File: src/rtl/traffic_light_sequencer.sv
// Traffic-light phase sequencer: divides clk into a slow tick, dwells a
// programmable number of ticks per phase, and lets a pending pedestrian
// request cut GREEN short once the minimum green time has elapsed.
//
// state     | meaning
// ----------+----------------------------------------------
// GREEN  00 | traffic flowing, pedestrian request may shorten
// YELLOW1 01| amber after green, heading to RED
// YELLOW2 10| amber after red, heading to GREEN
// RED    11 | stop; safe state after reset
module traffic_light_sequencer #(
   parameter int DIV         = 50000000,
   parameter int T_GREEN     = 10,
   parameter int T_YELLOW    = 2,
   parameter int T_RED       = 8,
   parameter int T_MIN_GREEN = 4
) (
   input  logic       clk,
   input  logic       rst,
   input  logic       ped_req,
   output logic [1:0] out_state,
   output logic       tick,
   output logic       ped_wait
);

   localparam int PW = (DIV > 1) ? $clog2(DIV) : 1;
   localparam logic [PW-1:0] PRESC_MAX = PW'(DIV - 1);

   localparam logic [1:0] ST_GREEN   = 2'b00;
   localparam logic [1:0] ST_YELLOW1 = 2'b01;
   localparam logic [1:0] ST_YELLOW2 = 2'b10;
   localparam logic [1:0] ST_RED     = 2'b11;

   localparam logic [7:0] MIN_GREEN_LAST = 8'(T_MIN_GREEN - 1);

   logic [PW-1:0] presc_q, presc_d;
   logic [7:0]    dwell_q, dwell_d;
   logic [1:0]    state_q, state_d;
   logic          ped_wait_q, ped_wait_d;
   logic [7:0]    t_phase;
   logic [1:0]    state_next;

   // Tick is gated by reset so nothing downstream sees a pulse while held in reset
   assign tick = (presc_q == PRESC_MAX) && !rst;

   // Prescaler wraps at DIV-1; with DIV=1 it stays at 0 and ticks every cycle
   always_comb begin
      presc_d = presc_q + PW'(1);
      if (presc_q == PRESC_MAX) begin
         presc_d = '0;
      end
   end

   // Dwell length and successor for the current phase
   always_comb begin
      t_phase    = 8'(T_RED);
      state_next = ST_YELLOW2;
      case (state_q)
         ST_GREEN: begin
            t_phase    = 8'(T_GREEN);
            state_next = ST_YELLOW1;
         end
         ST_YELLOW1: begin
            t_phase    = 8'(T_YELLOW);
            state_next = ST_RED;
         end
         ST_YELLOW2: begin
            t_phase    = 8'(T_YELLOW);
            state_next = ST_GREEN;
         end
         default: begin
            t_phase    = 8'(T_RED);
            state_next = ST_YELLOW2;
         end
      endcase
   end

   // Phase advance on tick; early green end uses the registered request only,
   // so a request arriving on the same edge waits for the following tick
   always_comb begin
      state_d = state_q;
      dwell_d = dwell_q;
      if (tick) begin
         if ((state_q == ST_GREEN) && ped_wait_q && (dwell_q >= MIN_GREEN_LAST)) begin
            state_d = ST_YELLOW1;
            dwell_d = 8'd0;
         end else if (dwell_q == (t_phase - 8'd1)) begin
            state_d = state_next;
            dwell_d = 8'd0;
         end else begin
            dwell_d = dwell_q + 8'd1;
         end
      end
   end

   // Pending request: RED entry serves it and wins over a simultaneous set
   always_comb begin
      ped_wait_d = ped_wait_q;
      if ((state_d == ST_RED) && (state_q != ST_RED)) begin
         ped_wait_d = 1'b0;
      end else if (ped_req && (state_q != ST_RED)) begin
         ped_wait_d = 1'b1;
      end
   end

   // State registers with synchronous reset into RED
   always_ff @(posedge clk) begin
      if (rst) begin
         presc_q    <= '0;
         dwell_q    <= 8'd0;
         state_q    <= ST_RED;
         ped_wait_q <= 1'b0;
      end else begin
         presc_q    <= presc_d;
         dwell_q    <= dwell_d;
         state_q    <= state_d;
         ped_wait_q <= ped_wait_d;
      end
   end

   assign out_state = state_q;
   assign ped_wait  = ped_wait_q;

endmodule

File: config.mk
export PLATFORM = sky130hd
export DESIGN_NAME = traffic_light_sequencer
export DESIGN_NICKNAME = d
export VERILOG_FILES = /design/src/rtl/traffic_light_sequencer.sv
export SDC_FILE = /design/constraint.sdc
export NUM_CORES = 1
export LEC_CHECK = 0
export BUFFER_PORTS_ARGS = -buffer_cell sky130_fd_sc_hd__buf_2
export CAP_MARGIN = 20
export CORE_AREA = 2 2 95 51
export CTS_CLUSTER_SIZE = 20
export DETAILED_ROUTE_END_ITERATION = 10
export DIE_AREA = 0 0 97 53
export GPL_ROUTABILITY_DRIVEN = 0
export GPL_TIMING_DRIVEN = 0
export SYNTH_ARGS = -nofsm -noshare
export SYNTH_HDL_FRONTEND = slang
export SYNTH_SLANG_ARGS = --single-unit
export TNS_END_PERCENT = 5
File: constraint.sdc
create_clock -name clk -period 4 [get_ports clk]
set_input_delay 0.2 -clock clk [delete_from_list [all_inputs] [get_ports clk]]
set_output_delay 0.2 -clock clk [all_outputs]
set_load 0.01 [all_outputs]
==> impl_metrics.tcl <==
set metrics [dict create \
    status "completed" \
    setup.worst_path.start_class "register" \
    netSwitchingPower_mw 0.1588 \
    fin_crit_sh_pct 70.13 \
    ant_nets 0 \
    filler_cell_count 427 \
    total_power_mw 0.6687 \
    cts_made_buffers 5 \
    io_pins 7 \
    finalHoldViolCount 0 \
    cts_resized 0 \
    die_w_um 97 \
    antenna_found_initial 0 \
    slew_headroom_pct 52.47 \
    grtUsageTotal_pct 16.81 \
    pwr-share-comb_pct 5.1 \
    worst-path-buf-inv 2 \
    dp_hpwl_um 2896 \
    seq_power_share_pct 57.5 \
    synth_top_cell_by_area "dfxtp_1" \
    synth_edf_count 0 \
    syn_nets 231 \
    crit_type "register to primary output" \
    cts_tree "done" \
    drtPass1Iterations 4 \
    cts.sinks 37 \
    insertion_delay_ps 280 \
    swShare_pct 23.75 \
    ff2ff_setup_slack_ps 1370 \
    via_per_inst 5.154 \
    syn_to_final_growth_pct 10.44 \
    critPathTopFamily "simple AND/OR/NAND/NOR gates" \
    path_depth 7 \
    max_freq_ghz 0.3565 \
    vdd_drop_max_uv 176.9 \
    ctsRootBufferMaster "clkbuf_8" \
    crit_path_frequent_cell "buf_2" \
    worst_clock_skew_ps 7.392 \
    drc 0 \
    cap_violations 0 \
    drive_above_1_share_pct 9.129 \
    power.density_nw_per_um2 334.5 \
    rr_startpoint "dwell_q[4]" \
    grt_setup_unrepaired "no" \
    syn_avg_cell_area_um2 8.011 \
    grt_max_degree 12 \
    antenna_cells 0 \
    synthFlopType "dfxtp_1" \
    clockBufferDepth 2 \
    postSynth.asyncResetShare_pct 0 \
    startpoint "presc_q[0]" \
    dieArea_um2 5141 \
    grt_pass1_wl_um 6637 \
    drv_slew 0 \
    synth_area_leaders "dfxtp_1, xnor2_1, nor2_1" \
    synth-seq-cells 37 \
    ys_seq_area_share_pct 40.91 \
    worstPathRequired_ps 3800 \
    start_util_pct 42.35 \
    final_net_count 245 \
    path_cells "ha_1, nand3_1, or4_1, or4_4, buf_2, nor2_1, buf_2" \
    yosysUniqueCellTypes 36 \
    synth_warnings 0 \
    die_y_um 53 \
    reg2regPathDepth 6 \
    hold_class "primary input to register" \
    critPathMaxStageDelay_ps 570 \
    clkPwrFrac_pct 37.4 \
    p_int_mw 0.5099 \
    worst_slew_pin_slew_ps 708.6 \
    wl_per_cell_um 13.08 \
    rows 17 \
    numPortBuffers 6 \
    crit_slowest_cell "or4_1" \
    path_max_fanout 10 \
    drt-initial-drc-count 109 \
    post-route-util_pct 46.77 \
    core_area_um2 4275 \
    multi_input_area_um2 1012 \
    setup_violations 0 \
    fin_ws_ps 1195 \
    end_kind "primary output" \
    critPathArrivalTime_ps 2610 \
    crit_path_end "tick" \
    grt_overflow 0 \
    vias 1536 \
    post-route-min-period_ps 2805 \
    postCtsSetupRepairBufs 0 \
    timing.rr.end "dwell_q[6]" \
    ff_latch_area_um2 740.7 \
    holdBufCountCts 0 \
    dpl_worst_slack_ps 1429 \
    htree_levels 2 \
    leakagePower_nw 0.6559 \
    wl_um 3898 \
    syn_area_um2 1810 \
    grt_pass1_vias 1279 \
    syn_inst 226 \
    clk_pin_slew_ps 70 \
    finalSetupTns_ps 0 \
    synth_top_area_share_pct 40.91 \
    holdWs_ps 198.5 \
]
==> layer usage <==
| metal | vias up | wire (um) | track usage (%) |
|---|---|---|---|
| met4 | 0 | 19 | 4.225 |
| met5 | - | 0 | 0 |
| li1 | 817 | - | - |
| met3 | 2 | 270 | 5.020 |
| met1 | 680 | 2400 | 28.75 |
| met2 | 37 | 1207 | 17.82 |
==> kinds of logic (layout without fill, tap and decap cells) <==
| group | count (synthesis) | count (layout) | share of synthesized area (%) |
|---|---|---|---|
| XOR/XNOR | 25 | 25 | 12.09 |
| flip-flops | 37 | 37 | 40.91 |
| AND/OR/NAND/NOR | 131 | 131 | 36.01 |
| AO/OA/AOI/OAI | 17 | 17 | 6.428 |
| adder cells (fa/ha/maj) | 2 | 2 | 1.382 |
| buffers and inverters | 14 | 29 | 3.179 |
==> tightest hold or removal path, delay by kind of cell <==
family | cells | cell delay, ps
simple gates | 1 | 50
buf+inv | 1 | 130
compound gates | 1 | 70
==> how the worst min path moves through the flow <==
stage / from / to / slack, ps / cells after the start
5_1_grt: rst / out_state[0] / 190 / 3
2_1_floorplan: rst / out_state[0] / 320 / 2
3_3_place_gp: presc_q[0] / presc_q[0] / 450 / 1
3_5_place_dp: presc_q[0] / presc_q[0] / 460 / 1
4_1_cts: rst / out_state[0] / 190 / 3
6_report: rst / out_state[0] / 200 / 3
==> cells in the mapped netlist (2+ instances only) <==
cell / count
and3_1: 3
dfxtp_1: 37
o21ai_0: 2
nor4_1: 5
nand4b_1: 2
buf_2: 4
clkbuf_1: 5
nand2b_1: 2
nand3_1: 24
ha_1: 2
xnor2_1: 19
a31oi_1: 6
and2_1: 4
a21oi_1: 2
or3_1: 3
nor2_1: 42
a211oi_1: 2
and4_1: 3
or4_1: 3
inv_1: 5
nand4_1: 4
nand2_1: 21
xor2_1: 6
nor3_1: 8
==> state kept, by name, indices dropped and copies added (netlist names) <==
signal,cells
dwell_q,8
out_state,2
ped_wait,1
presc_q,26
==> area by class of cell <==
| cell class | count | share of cell area (%) |
|---|---|---|
| plain buffers | 9 | 1.940 |
| clock buffers | 6 | 3.630 |
| clock inverters | 2 | 0.5006 |
| inverters | 5 | 0.9387 |
| multi-input cells | 175 | 50.63 |
| flip-flops and latches | 37 | 37.05 |
| well taps | 57 | 3.567 |
| repair buffers | 7 | 1.752 |
==> per-stage QoR <==
| stage | cell area [um2] | std cells |
|---|---|---|
| after floorplan | 1810 | 226 |
| after global placement | 1912 | 289 |
| after detailed placement | 1917 | 290 |
| after CTS | 1999 | 298 |
| after global routing | 1999 | 298 |
| final | 1999 | 298 |
==> cells in the final DEF (no fill, tap or decap) <==
cell        n
a2111oi_0   1
a211oi_1    2
a21oi_1     2
a31oi_1     6
a32oi_1     1
and2_1      4
and3_1      3
and3_2      1
and4_1      3
and4_2      1
buf_2      11
clkbuf_1    6
clkbuf_8    5
clkinv_2    2
dfxtp_1    37
ha_1        2
inv_1       5
nand2_1    21
nand2b_1    2
nand3_1    24
nand3b_1    1
nand4_1     4
nand4b_1    2
nor2_1     42
nor2b_1     1
nor3_1      8
nor4_1      5
nor4b_1     1
o21ai_0     2
o311ai_0    1
o31a_1      1
o32ai_1     1
or2_2       1
or3_1       3
or4_1       3
or4_4       1
xnor2_1    19
xor2_1      6
==> power groups by stage <==
stage          clock network (mW)  registers (mW)  logic (mW)
6_report                    0.250           0.384      0.0342
2_1_floorplan                   0           0.391      0.0250
5_1_grt                     0.274           0.386      0.0397
3_5_place_dp                    0           0.393      0.0338
3_3_place_gp                    0           0.392      0.0336
4_1_cts                     0.260           0.384      0.0339
Note: power is estimated with default switching activity, not from simulation.
